## config.mk

```make
export PLATFORM = sky130hd
export DESIGN_NAME = pwm_ramp_ctrl
export DESIGN_NICKNAME = d
export VERILOG_FILES = /design/src/rtl/pwm_ramp_ctrl.sv
export SDC_FILE = /design/constraint.sdc
export NUM_CORES = 1
export LEC_CHECK = 0
export ABC_AREA = 1
export ABC_CLOCK_PERIOD_IN_PS = 4200
export CAP_MARGIN = 20
export CORE_MARGIN = 4
export CORE_UTILIZATION = 40
export CTS_CLUSTER_DIAMETER = 200
export DETAILED_ROUTE_END_ITERATION = 6
export DONT_BUFFER_PORTS = 1
export GPL_TIMING_DRIVEN = 0
export PLACE_DENSITY = 0.52
export SLEW_MARGIN = 30
export SYNTH_ARGS = -nofsm -noshare
export SYNTH_HDL_FRONTEND = slang
export SYNTH_SLANG_ARGS = --single-unit
export TNS_END_PERCENT = 5
```

## constraint.sdc

```tcl
create_clock -name clk -period 4.2 [get_ports clk]
set_clock_uncertainty 0.15 [all_clocks]
set_input_delay 0.42 -clock clk [delete_from_list [all_inputs] [get_ports clk]]
set_output_delay 0.42 -clock clk [all_outputs]
set_load 0.02 [all_outputs]
```

## src/rtl/pwm_ramp_ctrl.sv

```systemverilog
// rtl/pwm_ramp_ctrl.sv - duty slew sequencer with reversal dead time and e-stop override
// Optional command watchdog enabled by defining PWM_RAMP_WDOG_EN.
module pwm_ramp_ctrl #(
   parameter int CLK_FREQ      = 100000000,
   parameter int PWM_FREQ      = 20000,
   parameter int WL            = $clog2(CLK_FREQ / PWM_FREQ),
   parameter int RAMP_TICK_CYC = 100000,
   parameter int STEP          = 8,
   parameter int DEAD_TICKS    = 5,
   parameter int WDOG_TICKS    = 250
) (
   input  logic          clk,
   input  logic          reset,
   input  logic          i_cmd_valid,
   output logic          o_cmd_ready,
   input  logic [WL-1:0] i_cmd_duty,
   input  logic          i_cmd_dir,
   input  logic          i_estop,
   output logic [WL-1:0] o_duty,
   output logic          o_dir,
   output logic          o_at_target,
   output logic          o_wdog_trip
);

   localparam int PWM_MAX = CLK_FREQ / PWM_FREQ;
   localparam int WL1     = WL + 1;
   localparam int TCW     = (RAMP_TICK_CYC > 1) ? $clog2(RAMP_TICK_CYC) : 1;
   localparam int DCW     = (DEAD_TICKS > 1) ? $clog2(DEAD_TICKS) : 1;

   localparam logic [WL-1:0]  MAX_DUTY  = WL'(PWM_MAX);
   localparam logic [WL:0]    STEP_X    = WL1'(STEP);
   localparam logic [TCW-1:0] TICK_LAST = TCW'(RAMP_TICK_CYC - 1);
   localparam logic [DCW-1:0] DEAD_LAST = DCW'(DEAD_TICKS - 1);

   typedef enum logic [1:0] {IDLE, RAMP, DEAD} state_t;

   state_t         state, state_n;
   logic [TCW-1:0] tick_cnt;
   logic           tick;
   logic [DCW-1:0] dead_cnt, dead_cnt_n;
   logic [WL-1:0]  tgt_duty, duty_n, cmd_duty_clamped;
   logic           tgt_dir, dir_n;
   logic           cmd_fire, wdog_fire;
   logic [WL:0]    duty_x, tgt_x, up_x, toward_x, down_x;

   // Tick generator runs freely; commands never restart it.
   always_ff @(posedge clk) begin
      if (reset || tick)
         tick_cnt <= '0;
      else
         tick_cnt <= tick_cnt + TCW'(1);
   end
   assign tick = (tick_cnt == TICK_LAST);

   assign o_cmd_ready      = !i_estop;
   assign cmd_fire         = i_cmd_valid && o_cmd_ready;
   assign cmd_duty_clamped = ({1'b0, i_cmd_duty} > {1'b0, MAX_DUTY}) ? MAX_DUTY : i_cmd_duty;

   always_ff @(posedge clk) begin
      if (reset) begin
         tgt_duty <= '0;
         tgt_dir  <= 1'b0;
      end else if (i_estop) begin
         tgt_duty <= '0;
         tgt_dir  <= o_dir;
      end else if (cmd_fire) begin
         tgt_duty <= cmd_duty_clamped;
         tgt_dir  <= i_cmd_dir;
      end else if (wdog_fire) begin
         tgt_duty <= '0;
      end
   end

   // One extra bit keeps the step arithmetic from wrapping at either end.
   assign duty_x = {1'b0, o_duty};
   assign tgt_x  = {1'b0, tgt_duty};
   assign up_x   = duty_x + STEP_X;
   assign down_x = (duty_x > STEP_X) ? (duty_x - STEP_X) : '0;

   always_comb begin
      toward_x = tgt_x;
      if (duty_x < tgt_x) begin
         if (up_x < tgt_x)
            toward_x = up_x;
      end else if ((duty_x - tgt_x) > STEP_X) begin
         toward_x = duty_x - STEP_X;
      end
   end

   always_comb begin
      state_n    = state;
      duty_n     = o_duty;
      dir_n      = o_dir;
      dead_cnt_n = dead_cnt;
      case (state)
         IDLE: begin
            if (tgt_duty != o_duty || tgt_dir != o_dir)
               state_n = RAMP;
         end
         RAMP: begin
            if (tick) begin
               if (tgt_dir == o_dir) begin
                  duty_n = toward_x[WL-1:0];
                  if (toward_x == tgt_x)
                     state_n = IDLE;
               end else begin
                  duty_n = down_x[WL-1:0];
                  if (down_x == '0) begin
                     state_n    = DEAD;
                     dead_cnt_n = '0;
                  end
               end
            end
         end
         DEAD: begin
            duty_n = '0;
            if (tick) begin
               if (dead_cnt == DEAD_LAST) begin
                  dead_cnt_n = '0;
                  if (tgt_dir != o_dir)
                     dir_n = ~o_dir;
                  state_n = (tgt_duty == '0) ? IDLE : RAMP;
               end else begin
                  dead_cnt_n = dead_cnt + DCW'(1);
               end
            end
         end
         default: state_n = IDLE;
      endcase
      if (i_estop) begin
         state_n    = IDLE;
         duty_n     = '0;
         dir_n      = o_dir;
         dead_cnt_n = '0;
      end
   end

   always_ff @(posedge clk) begin
      if (reset) begin
         state    <= IDLE;
         o_duty   <= '0;
         o_dir    <= 1'b0;
         dead_cnt <= '0;
      end else begin
         state    <= state_n;
         o_duty   <= duty_n;
         o_dir    <= dir_n;
         dead_cnt <= dead_cnt_n;
      end
   end

   assign o_at_target = (state == IDLE);

`ifdef PWM_RAMP_WDOG_EN
   localparam int WDW = $clog2(WDOG_TICKS + 1);
   localparam logic [WDW-1:0] WDOG_LAST = WDW'(WDOG_TICKS - 1);
   localparam logic [WDW-1:0] WDOG_SAT  = WDW'(WDOG_TICKS);

   logic [WDW-1:0] wdog_cnt;
   logic           wdog_trip;

   // Counter saturates at the trip point so the target is zeroed only once.
   assign wdog_fire = tick && !cmd_fire && (wdog_cnt == WDOG_LAST);

   always_ff @(posedge clk) begin
      if (reset || cmd_fire) begin
         wdog_cnt  <= '0;
         wdog_trip <= 1'b0;
      end else if (tick && wdog_cnt != WDOG_SAT) begin
         wdog_cnt <= wdog_cnt + WDW'(1);
         if (wdog_cnt == WDOG_LAST)
            wdog_trip <= 1'b1;
      end
   end
   assign o_wdog_trip = wdog_trip;
`else
   logic unused_wdog;
   assign unused_wdog = (WDOG_TICKS != 0);
   assign wdog_fire   = 1'b0;
   assign o_wdog_trip = 1'b0;
`endif

endmodule

```

; Yosys cells after proc, flatten, opt, wreduce, memory -nomap -nowiden
; Cells that the tools add are included.
[word_totals]
output_inout_bits = 17
input_bits = 18
regBits = 50
wordCells = 74
[op_classes]
order_cmp = 5
muxes = 25
n_eq_ne = 16
n_bitwise = 2
n_reduce_logical = 14
addsub = 5
[op_table]
columns = cell, count
row1 = $mux W14, 4
row2 = $mux W13, 3
row3 = $pmux W13 S2, 1
row4 = $add A17 B1 Y17 const B, 1
row5 = $eq A17 B17 Y1 const B, 1
row6 = $mux W3, 5
row7 = $add A13 B4 Y14 const B, 1
row8 = $eq A14 B13 Y1, 1
row9 = $gt A14 B4 Y1 const B, 1
row10 = $logic_not A14 Y1, 1
row11 = $lt A14 B13 Y1, 1
row12 = $mux W2, 7
row13 = $sub A13 B13 Y14, 1
row14 = $sub A13 B4 Y14 const B, 1
row15 = $gt A13 B13 Y1 const B, 1
row16 = $gt A13 B4 Y1 const B, 1
row17 = $logic_not A13 Y1, 1
row18 = $lt A13 B13 Y1, 1
row19 = $ne A13 B13 Y1, 1
row20 = $ne A2 B2 Y1 const B, 5
row21 = $reduce_and A5 Y1, 2
row22 = $ne A3 B3 Y1 const B, 2
row23 = $pmux W2 S3, 1
row24 = $pmux W3 S2, 1
row25 = 17 further kinds, 22

; Depth between registers and ports, before layout
[logic_depth]
word_depth = 9
depth_mapped = 29
depth_no_buf = 28

; Worst setup path before layout
; Ideal clock, no wire load.
[synth_path]
path_type = flip-flop to flip-flop
from = register o_duty[3]
to = register state[0]
path_buffers = 1
slack_ns = 0.838
stages_incl_launch_ff = 26
t_required_ns = 3.935
period_less_slack_ns = 3.362
arrival_time_ns = 3.097
setup_ns = 0.115
cell_sequence = dfxtp_1 > inv_2 > nor3_2 > nand2_1 > nor2_2 > nand2_1 > nor2_1 > xor2_1 > ha_1 > a21oi_1 > nand3_2 > inv_2 > nand2_4 > buf_6 > nand2_1 > o211ai_2 > nand2_2 > nor2_1 > nor2_1 > nand2_1 > nor2_1 > nand2_1 > nand2_1 > nand3_1 > nand2_1 > nor2_1
[synth_via]
elab_chain_cells = 7
elab_cells_between_ends = 19
cone_classes = add/sub: 3 / order compare: 4 / eq/ne: 5 / mux: 4 / reduce/logical: 3
[synth_lines]
columns = element, line_no
row1 = "start, declared", 19  ; output logic [WL-1:0] o_duty,
row2 = "start signal, assigned", 146  ; o_duty <= duty_n;
row3 = $sub A13 B13 Y14 or $add A13 B4 Y14 (tied branches), "85, 77"
row4 = $gt A14 B4 Y1 or $lt A14 B13 Y1 (tied branches), "85, 83"
row5 = $mux W14 (on tied branches), "85, 83"
row6 = $mux W14, 82  ; if (duty_x < tgt_x) begin
row7 = $eq A14 B13 Y1, 104  ; if (toward_x == tgt_x)
row8 = $ne A3 B3 Y1 (no line), --
row9 = $reduce_and A6 Y1 (no line) *, --
row10 = "end signal, assigned", 145  ; state <= state_n;
row11 = "end, declared", 37  ; state_t state, state_n;
; Every way passes the cells marked *; elsewhere a longest branch is shown, timed or not.
; A chain may end at the register's enable or synchronous reset.

; Final worst setup path
; Same ends and word-level chain as after synthesis.

==> summary.txt <==
Cells and area
  – Layout Nets: 866
  – Finished Cell Area: 5278 um2
  – Share of layout cells above drive strength 1: roughly 8.7%
  – Area Overhead vs Synth: 7.438%
  – Antenna diode count: 0

Die
  – Die ar.: 14,120 um2
  – Starting Density: between 40% and 50%
  – Core area: 12,010 um2
  – Row count: 40
  – Top Ports: 35
  – Die Width: 118.8 um
  – Die height: 118.8 um

STA
  – Max-slew headroom: 55.03%
  – Setup repair after global routing missed its margin: no
  – Fin crit period: 3.836 ns
  – Final setup violation count: 0
  – Max frequency: 260.7 MHz
  – Tcrit/Tclk final: approximately nine tenths
  – Slew of the pin with the lowest slew margin: 0.6745 ns
  – Final hold vios: 0
  – Fin worst setup slack: 0.3636 ns
  – Final Slew Violations: 0

GRT
  – GRT overflow: 0
  – Vias in the first global route: roughly 5,000
  – First-pass GRT wire length: 26,300 um
  – Total track usage: about a quarter
  – Largest net degree at the start of global routing: 18
  – Initial antenna violation count: 0

Setup path
  – CP endpoint kind: register
  – Crit path largest cell delay: 0.49 ns
  – Crit-path max FO: 10
  – Worst EP required: approximately 4.3 ns
  – Most numerous cell on the critical path: nand2_1
  – Worst path arrival time: 3.90 ns
  – Critical-path cell with the highest stage delay: dfxtp_4
  – Crit path kind: register to register
  – CP startpoint kind: register

Place
  – RePlAce Congestion: ~0.92
  – Pre-CTS setup slack: -0.1721 ns
  – Area after DPL: ~5000 um2
  – DP Wirelength: between 10,000 and 15,000 um
  – # port buffers: 0

Logic synthesis
  – Unique cell type count in the Yosys netlist: 47
  – Top-area cell type share of the netlist area: about a fifth
  – Post-synthesis sequential area ratio: 20.38%
  – Adder-Cell Fraction of Synth Area: 7.539%
  – Syn Area/Cell: 6.057 um2
  – Cell accounting for the most synthesized area: dfxtp_1
  – Number of synthesized register bits: 50
  – Largest cells by area after synthesis: dfxtp_1 20%, nand2_1 17%, nand3_1 10%
  – Mux share of post-synthesis cell area: 0%
  – Post-Syn Area: 4912 um2
  – Ys Warns: 0
  – Simple-gate share of the synthesized area: 45.03%
  – Post-Synth XOR/XNOR Area: 3.031%
  – Syn Nets: 858
  – Cells after synthesis: approximately 800
  – Post-synthesis compound-gate area fraction: between 10% and 20%
  – Largest family of logic cells by synthesized area: simple AND/OR/NAND/NOR gates

Power and ir drop
  – Pwr per Cell Area: 249.6 nW/um2
  – Peak VDD IR: 197.8 uV
  – Leak: 2.521 nW

Clock network
  – Num CTS Buffers: 5
  – Worst skew pair latency: 0.31 ns
  – Clock Sinks: 50
  – CTS Root Cell: clkbuf_16
  – Htree depth: 2
  – CTS tree: built
  – Maximum buffer depth of the clock tree: 2
  – Clock transition at path regs: 0.08 ns

Drt
  – DRT antenna net count: 0
  – DR vias/cell: 5.510
  – Total number of vias: 5,328
  – Residual DRC: 0
  – DR WL/cell: between 15 and 20 um
  – Iteration-0 DRC Markers: 473
  – Drt total wl: 16,660 um
  – DR pass1 iterations: 5

Worst hold path
  – Min-delay worst type: input pin to register

Outcome
  – Outcome: finished, final reports clean

Run
  – Maxcap violations: 0
## placed cells by master (no fill, tap or decap), types with 2 or more instances in the layout
cell / synthesis / final
nand4_1: 20 / 20
nor3_2: 2 / 2
clkinv_1: 2 / 2
nand3b_1: 3 / 3
o21a_1: 5 / 5
nor2_2: 4 / 3
xnor2_1: 3 / 2
buf_6: 4 / 4
nor2_1: 67 / 67
inv_1: 107 / 107
a21oi_2: 2 / 2
nand3_1: 101 / 101
ha_1: 28 / 28
o21bai_1: 3 / 3
nor3b_1: 6 / 6
a31oi_1: 6 / 6
a21oi_1: 46 / 46
nand2_1: 227 / 227
nand2_2: 13 / 13
nor4_1: 13 / 13
a211oi_1: 9 / 9
buf_2: 2 / 2
dfxtp_2: 0 / 2
inv_2: 8 / 8
inv_6: 0 / 2
xor2_1: 14 / 13
o31ai_1: 2 / 2
dfxtp_1: 50 / 47
clkbuf_16: 0 / 5
clkbuf_1: 8 / 8
nor3_1: 6 / 6
o211ai_2: 2 / 2
a311oi_1: 2 / 2
buf_4: 4 / 5
o21ai_0: 12 / 12
nand3_2: 8 / 8
nor2_4: 4 / 5
o211ai_1: 6 / 6
## where the power goes
| part | total [mW] | switching, mW | internal [mW] |
|---|---|---|---|
| logic | 0.383 | 0.261 | 0.122 |
| clock network | 0.437 | 0.212 | 0.225 |
| registers | 0.497 | 0.0135 | 0.483 |
## cell type report
cell class | count | area, um2
clock inverter | 3 | 22.52
sequential | 50 | 1007
multi-input combinational | 626 | 3377
tap | 147 | 183.9
timing repair buffer | 1 | 7.507
clock buffer | 5 | 125.1
inverter | 117 | 439.2
fill | 1339 | 6734
buffer | 18 | 115.1
## worst max-delay path, delay by kind of cell (launching register included)
| kind | cells | cell delay [ns] |
|---|---|---|
| flops | 1 | 0.49 |
| compound gates | 3 | 0.59 |
| fa+ha+maj | 2 | 0.54 |
| simple gates | 19 | 1.69 |
| buf+inv | 2 | 0.29 |
## through the flow
step	setup TNS (ns)	hold slack [ns]	cells	util, %	power, mW
2_1_floorplan	0	0.2675	811	-	0.7883
3_3_place_gp	-0.1939	0.2783	958	42.43	0.8779
3_5_place_dp	-0.1721	0.2892	958	42.49	0.8826
4_1_cts	0	0.09089	966	43.73	1.324
5_1_grt	0	0.09306	967	43.94	1.387
6_report	0	0.09702	967	43.94	1.317
## cells by family after synthesis
family,count (synthesis)
adders and majority gates,29
xor gates and xnor gates,17
other,1
and+or+nand+nor,479
AOI/OAI and AO/OA,100
buffers and inverters,135
DFF,50
## flip-flops by register name, indices dropped and copies added, names as in the netlist
| name | count |
|---|---|
| tgt_duty | 13 |
| tgt_dir | 1 |
| o_dir | 1 |
| o_duty | 13 |
| dead_cnt | 3 |
| tick_cnt | 17 |
| state | 2 |
## worst paths after layout
check                                    from     endpoint  slack, ns  cells after the start
worst min-delay path            i_cmd_duty[9]  tgt_duty[9]        0.1                      2
worst min register to register    tick_cnt[0]  tick_cnt[0]       0.31                      1
worst max register to register      o_duty[3]     state[0]       0.36                     26
worst max-delay path                o_duty[3]     state[0]       0.36                     26
## cells in the mapped netlist (all sizes together)
cell type  instances
nand4             20
ha                28
inv              115
a21o               1
nor4              13
nand3b             3
buf               10
nor3               8
dfxtp             50
or2                2
a211oi             9
xnor2              3
o21a               5
fa                 1
clkbuf             8
nand3            110
a31oi              6
o21bai             3
o211ai             8
nand2            241
o221ai             1
nor2              75
conb               1
and2               1
o31ai              2
o21ai             13
xor2              14
o311ai             1
clkinv             2
a21oi             49
a311oi             2
nor3b              6
## timing repair
action,4_1_cts,5_1_grt
hold buffers,0,0
endpoints found under the setup margin,1,1
cloned,0,0
resized for setup,1,5
buffers inserted,0,1
## layer usage
| layer | part of all wire [%] | wire, um | up-vias | GRT usage (%) |
|---|---|---|---|---|
| met3 | 6.7 | 1118 | 31 | 4.179 |
| met4 | 2.9 | 478 | 0 | 7.820 |
| met2 | 44 | 7309 | 181 | 37.41 |
| met1 | 47 | 7748 | 2415 | 32.41 |
| li1 | - | - | 2701 | - |
| met5 | 0 | 0 | - | 0 |
(Power assumes the default switching activity.)
